[config.mk]
export PLATFORM = sky130hd
export DESIGN_NAME = instr_mem_loader
export DESIGN_NICKNAME = d
export VERILOG_FILES = /design/src/rtl/instr_mem_loader.sv
export SDC_FILE = /design/constraint.sdc
export NUM_CORES = 1
export LEC_CHECK = 0
export BUFFER_PORTS_ARGS = -buffer_cell sky130_fd_sc_hd__buf_4
export CAP_MARGIN = 5
export CORE_MARGIN = 2
export CORE_UTILIZATION = 40
export CTS_CLUSTER_SIZE = 10
export DETAILED_ROUTE_END_ITERATION = 16
export PLACE_DENSITY_LB_ADDON = 0.08
export RECOVER_POWER = 100
export SETUP_SLACK_MARGIN = 0.15
export SYNTH_ARGS = -nofsm -noshare
export SYNTH_HDL_FRONTEND = slang
export SYNTH_SLANG_ARGS = --single-unit
[constraint.sdc]
create_clock -name clk -period 4.5 [get_ports clk]
set_input_delay 0.675 -clock clk [delete_from_list [all_inputs] [get_ports clk]]
set_output_delay 0.675 -clock clk [all_outputs]
set_load 0.01 [all_outputs]
[src/rtl/instr_mem_loader.sv]
// Streams little-endian bytes into instruction words and writes them through the
// instruction memory debug port, holding the core in reset until the program is loaded.
module instr_mem_loader #(
    parameter int XLEN                   = 64,
    parameter int INSTRUCTION_LENGTH     = XLEN / 2,
    parameter int SIMULATION_MEMORY_SIZE = 6
) (
    input  logic                              clk,
    input  logic                              rst_n,
    input  logic                              start,
    input  logic [SIMULATION_MEMORY_SIZE-1:0] prog_len,
    input  logic                              byte_valid,
    input  logic [7:0]                        byte_data,
    output logic                              byte_ready,
    output logic                              dbg_wr_en,
    output logic [SIMULATION_MEMORY_SIZE-1:0] dbg_addr,
    output logic [INSTRUCTION_LENGTH-1:0]     dbg_instr,
    output logic                              cpu_hold,
    output logic                              busy,
    output logic                              done,
    output logic                              error,
    output logic [SIMULATION_MEMORY_SIZE-1:0] words_written
);
    localparam int AW    = SIMULATION_MEMORY_SIZE;
    localparam int IL    = INSTRUCTION_LENGTH;
    localparam int BPW   = IL / 8;
    localparam int DEPTH = 2 ** (AW - 1);
    localparam int IW    = (BPW > 1) ? $clog2(BPW) : 1;

    localparam logic [AW-1:0] DEPTH_V  = AW'(DEPTH);
    localparam logic [IW-1:0] LAST_IDX = IW'(BPW - 1);

    typedef enum logic [2:0] {
        S_IDLE,
        S_RECV,
        S_WRITE,
        S_DONE,
        S_ERROR
    } state_t;

    state_t        state_q;
    logic [AW-1:0] len_q;
    logic [AW-1:0] words_q;
    logic [AW-1:0] addr_q;
    logic [IW-1:0] idx_q;
    logic [IL-1:0] instr_q;
    logic          ready_q;
    logic          wr_en_q;
    logic          busy_q;
    logic          done_q;
    logic          error_q;
    logic          hold_q;
    logic [AW-1:0] words_inc;

    assign words_inc = words_q + AW'(1);

    always_ff @(posedge clk or negedge rst_n) begin
        if (!rst_n) begin
            state_q <= S_IDLE;
            len_q   <= '0;
            words_q <= '0;
            addr_q  <= '0;
            idx_q   <= '0;
            instr_q <= '0;
            ready_q <= 1'b0;
            wr_en_q <= 1'b0;
            busy_q  <= 1'b0;
            done_q  <= 1'b0;
            error_q <= 1'b0;
            hold_q  <= 1'b1;
        end else begin
            case (state_q)
                S_IDLE, S_DONE, S_ERROR: begin
                    if (start) begin
                        done_q  <= 1'b0;
                        error_q <= 1'b0;
                        hold_q  <= 1'b1;
                        words_q <= '0;
                        if (prog_len == '0) begin
                            state_q <= S_DONE;
                            done_q  <= 1'b1;
                            hold_q  <= 1'b0;
                        end else if (prog_len > DEPTH_V) begin
                            state_q <= S_ERROR;
                            error_q <= 1'b1;
                        end else begin
                            state_q <= S_RECV;
                            len_q   <= prog_len;
                            addr_q  <= '0;
                            idx_q   <= '0;
                            ready_q <= 1'b1;
                            busy_q  <= 1'b1;
                        end
                    end
                end
                S_RECV: begin
                    if (byte_valid && ready_q) begin
                        for (int k = 0; k < BPW; k++) begin
                            if (idx_q == IW'(k)) instr_q[8*k +: 8] <= byte_data;
                        end
                        // Drop ready with the last byte so the write cycle sees a stable word.
                        if (idx_q == LAST_IDX) begin
                            state_q <= S_WRITE;
                            ready_q <= 1'b0;
                            wr_en_q <= 1'b1;
                        end else begin
                            idx_q <= idx_q + IW'(1);
                        end
                    end
                end
                S_WRITE: begin
                    wr_en_q <= 1'b0;
                    words_q <= words_inc;
                    idx_q   <= '0;
                    if (words_inc == len_q) begin
                        state_q <= S_DONE;
                        busy_q  <= 1'b0;
                        done_q  <= 1'b1;
                        hold_q  <= 1'b0;
                    end else begin
                        state_q <= S_RECV;
                        addr_q  <= addr_q + AW'(1);
                        ready_q <= 1'b1;
                    end
                end
                default: state_q <= S_IDLE;
            endcase
        end
    end

    assign byte_ready    = ready_q;
    assign dbg_wr_en     = wr_en_q;
    assign dbg_addr      = addr_q;
    assign dbg_instr     = instr_q;
    assign cpu_hold      = hold_q;
    assign busy          = busy_q;
    assign done          = done_q;
    assign error         = error_q;
    assign words_written = words_q;

endmodule
==> flow_metrics.tcl <==
set metrics [dict create \
    max-slew-margin-rel_pct -3.786 \
    cp-end-kind "flip-flop" \
    syn_area_um2 2940 \
    p_sw_mw 0.8947 \
    p_int_mw 1.566 \
    start_util_pct 40.98 \
    final.setup.tns_ns 0 \
    grt-ovfl-total 0 \
    crit_arrival_ns 3.17 \
    p_per_area_nw_per_um2 690.9 \
    r2r_start "words_written[0]" \
    clock-skew-final_ns 0.006612 \
    die_h_um 89.74 \
    crit_chain "and3_1 -> a31o_2 -> a2111oi_0 -> a21oi_1 -> o2bb2ai_1" \
    r2r-end "dbg_addr[1]" \
    die_w_um 89.74 \
    synth_cell_types 54 \
    cts_tree "built" \
    core_um2 7176 \
    r2r_slack_ns 1.53 \
    cp_slowest_cell "a2111oi_0" \
    mostFrequentLayoutCell "dfrtp_1" \
    cts_max_path_buffers 2 \
    ir_drop_v 0.0003690 \
    rsz0062_at_grt "false" \
    crit_type "reg -> reg" \
    start_kind "flip-flop" \
    p_leak_nw 1.518 \
    area_growth_syn_to_layout_pct 21.15 \
    whs_ns 0.4039 \
    fin_nets 347 \
    ys_seq_area_share_pct 51.96 \
    htreeDepth 3 \
    violations "capacitance limit, slew limit" \
    drcViolationCount 0 \
    vias 2236 \
    final_cell_mix "dfrtp_1 (60), clkbuf_1 (50), mux2_2 (38), o21ai_0 (23), nand2_1 (20)" \
    yosys_warnings 0 \
    synth_xor_area_share_pct 2.553 \
    yosys.area_share.simple_pct 11.11 \
    place_hpwl_um 4601 \
    hp-class "in -> async" \
    pin_count 68 \
    p_comb_share_pct 36.2 \
    status "finished with violations" \
    groute.usage.overall_pct 16.94 \
    drt_iter0_drc 68 \
    avgSynthCellArea_um2 11.53 \
    setup_viol 0 \
    routed_via_density 5.237 \
    grt_pass1_vias 2146 \
    cp_slowest_stage_delay_ns 1.26 \
    power_frac_clock_pct 23.8 \
    post_cts_buffers 0 \
    root_buffer "clkbuf_8" \
    synth_edf_count 0 \
    synth_cells 255 \
    grt_max_degree 62 \
    wl_per_cell_um 15.56 \
    cap_violations 1 \
    synth_compound_gate_area_share_pct 14.00 \
    grt_pass1_wl_um 10960 \
    post-route-util_pct 49.64 \
    dieArea_um2 8052 \
    worst-slew-pin-transition_ns 1.518 \
    syn_nets 279 \
    finalCritPeriodShare_pct 66.03 \
    cts.sinks 61 \
    io_buffer_count 67 \
    ys_top_cells_by_area "dfrtp_1 (51%), mux2_2 (15%), o21ai_0 (3.7%)" \
    antenna_cells 0 \
    cp.required_ns 4.70 \
    synth_top_family_by_area "multiplexers" \
    clk-insertion-delay-late_ns 0.33 \
    synthAdderAreaFrac_pct 2.553 \
    drtAntennaViolNets 0 \
    yosys.area.top_type "dfrtp_1" \
    synth-main-ff-cell "dfrtp_1" \
    synth_seq_cells 61 \
    synth_mux_area_share_pct 15.57 \
    cp_max_fo 10 \
    r2r_cells 5 \
    firstDrtPassIters 4 \
    cts.reportedPaths.clkPinSlew_ns 0.07 \
    drv_slew 7 \
    wl_um 6643 \
    swShare_pct 36.35 \
    ys_async_sr_fraction_pct 100.0 \
    seq_power_share_pct 40.0 \
    fmax_mhz 336.6 \
    numCtsBuffers 9 \
    cts_resized 0 \
    drive_gt1_share_pct 22.87 \
    synth_top_area_share_pct 51.06 \
    cts-hold-fix-buffers 0 \
    gp_congestion 0.7141 \
    fp-row-count 31 \
    antenna_found_initial 0 \
    finalCriticalPeriod_ns 2.971 \
    hold_violations 0 \
]
## per-layer routing
layer	share of wire (%)	global-route usage (%)	vias to the layer above
met5	0	0	-
met4	1.2	6.538	0
met3	3.8	3.437	5
met2	47	25.57	47
met1	48	24.18	1110
li1	-	-	1074
## worst max path at each step
stage | startpoint | endpoint | slack [ns] | depth (start not counted)
floorplan | prog_len[2] | dbg_addr[4] | 2.22 | 5
global placement | prog_len[2] | len_q[0] | 1.92 | 5
detailed placement | prog_len[2] | len_q[4] | 1.90 | 5
CTS | state_q[2] | cpu_hold | 2.14 | 5
global route | words_written[0] | byte_ready | 1.17 | 5
finish | words_written[0] | dbg_addr[1] | 1.53 | 5
## cells by family after synthesis
| group | after synthesis |
|---|---|
| simple gates | 63 |
| xor+xnor | 7 |
| mux | 41 |
| flops | 61 |
| fa+ha+maj | 6 |
| buf+inv | 17 |
| compound gates | 60 |
## registers in the layout (all words and copies together), names as in the netlist
| register | count |
|---|---|
| state_q | 3 |
| byte_ready | 1 |
| len_q | 6 |
| dbg_wr_en | 1 |
| done | 1 |
| words_written | 6 |
| dbg_instr | 32 |
| idx_q | 2 |
| cpu_hold | 1 |
| dbg_addr | 6 |
| error | 1 |
| busy | 1 |
## critical path: cells and delay by family, from the launching register on
kind / cells / cell delay (ns)
AOI/OAI and AO/OA: 4 / 2.11
DFF: 1 / 0.45
and+or+nand+nor: 1 / 0.28
## synthesized netlist by cell type (2+ instances only)
cell	count
a31oi_1	5
nand2_1	20
nor3_1	3
a21oi_1	6
o21ai_0	22
ha_1	6
nand4_1	2
mux2_2	38
a22o_1	2
nor2_1	12
o22ai_1	2
dfrtp_1	60
nor4_1	2
o211ai_1	3
and3_1	3
nand3_1	4
nor3_2	2
xnor2_1	4
mux2i_1	3
nor2b_1	3
o2bb2ai_1	2
clkbuf_1	8
xor2_1	2
a2111oi_0	2
nand2b_1	4
inv_1	7
## metrics by stage
| step | setup WS [ns] | power (mW) | std cells | instance area [um2] |
|---|---|---|---|---|
| after CTS | 2.136 | 2.655 | 427 | 3766 |
| final | 1.529 | 2.461 | 427 | 3562 |
| after floorplan | 2.222 | 1.585 | 255 | 2940 |
| after global placement | 1.920 | 2.041 | 411 | 3527 |
| after global routing | 1.170 | 2.636 | 427 | 3562 |
| after detailed placement | 1.900 | 2.056 | 411 | 3527 |
## power groups by stage
stage | clock network, mW | registers (mW) | logic [mW]
6_report | 0.586 | 0.983 | 0.891
5_1_grt | 0.623 | 1.03 | 0.987
4_1_cts | 0.601 | 0.993 | 1.06
3_5_place_dp | 0 | 1.00 | 1.05
3_3_place_gp | 0 | 0.999 | 1.04
2_1_floorplan | 0 | 1.03 | 0.551
## layout make-up
type / instances / area (um2)
fillers: 705 / 3613
flip-flops and latches: 61 / 1528
multi-input cells: 177 / 1326
repair buffers: 67 / 319.1
clock buffers: 10 / 127.6
well taps: 99 / 123.9
clock inverters: 6 / 111.4
inverters: 7 / 26.28
(Power assumes the default switching activity.)
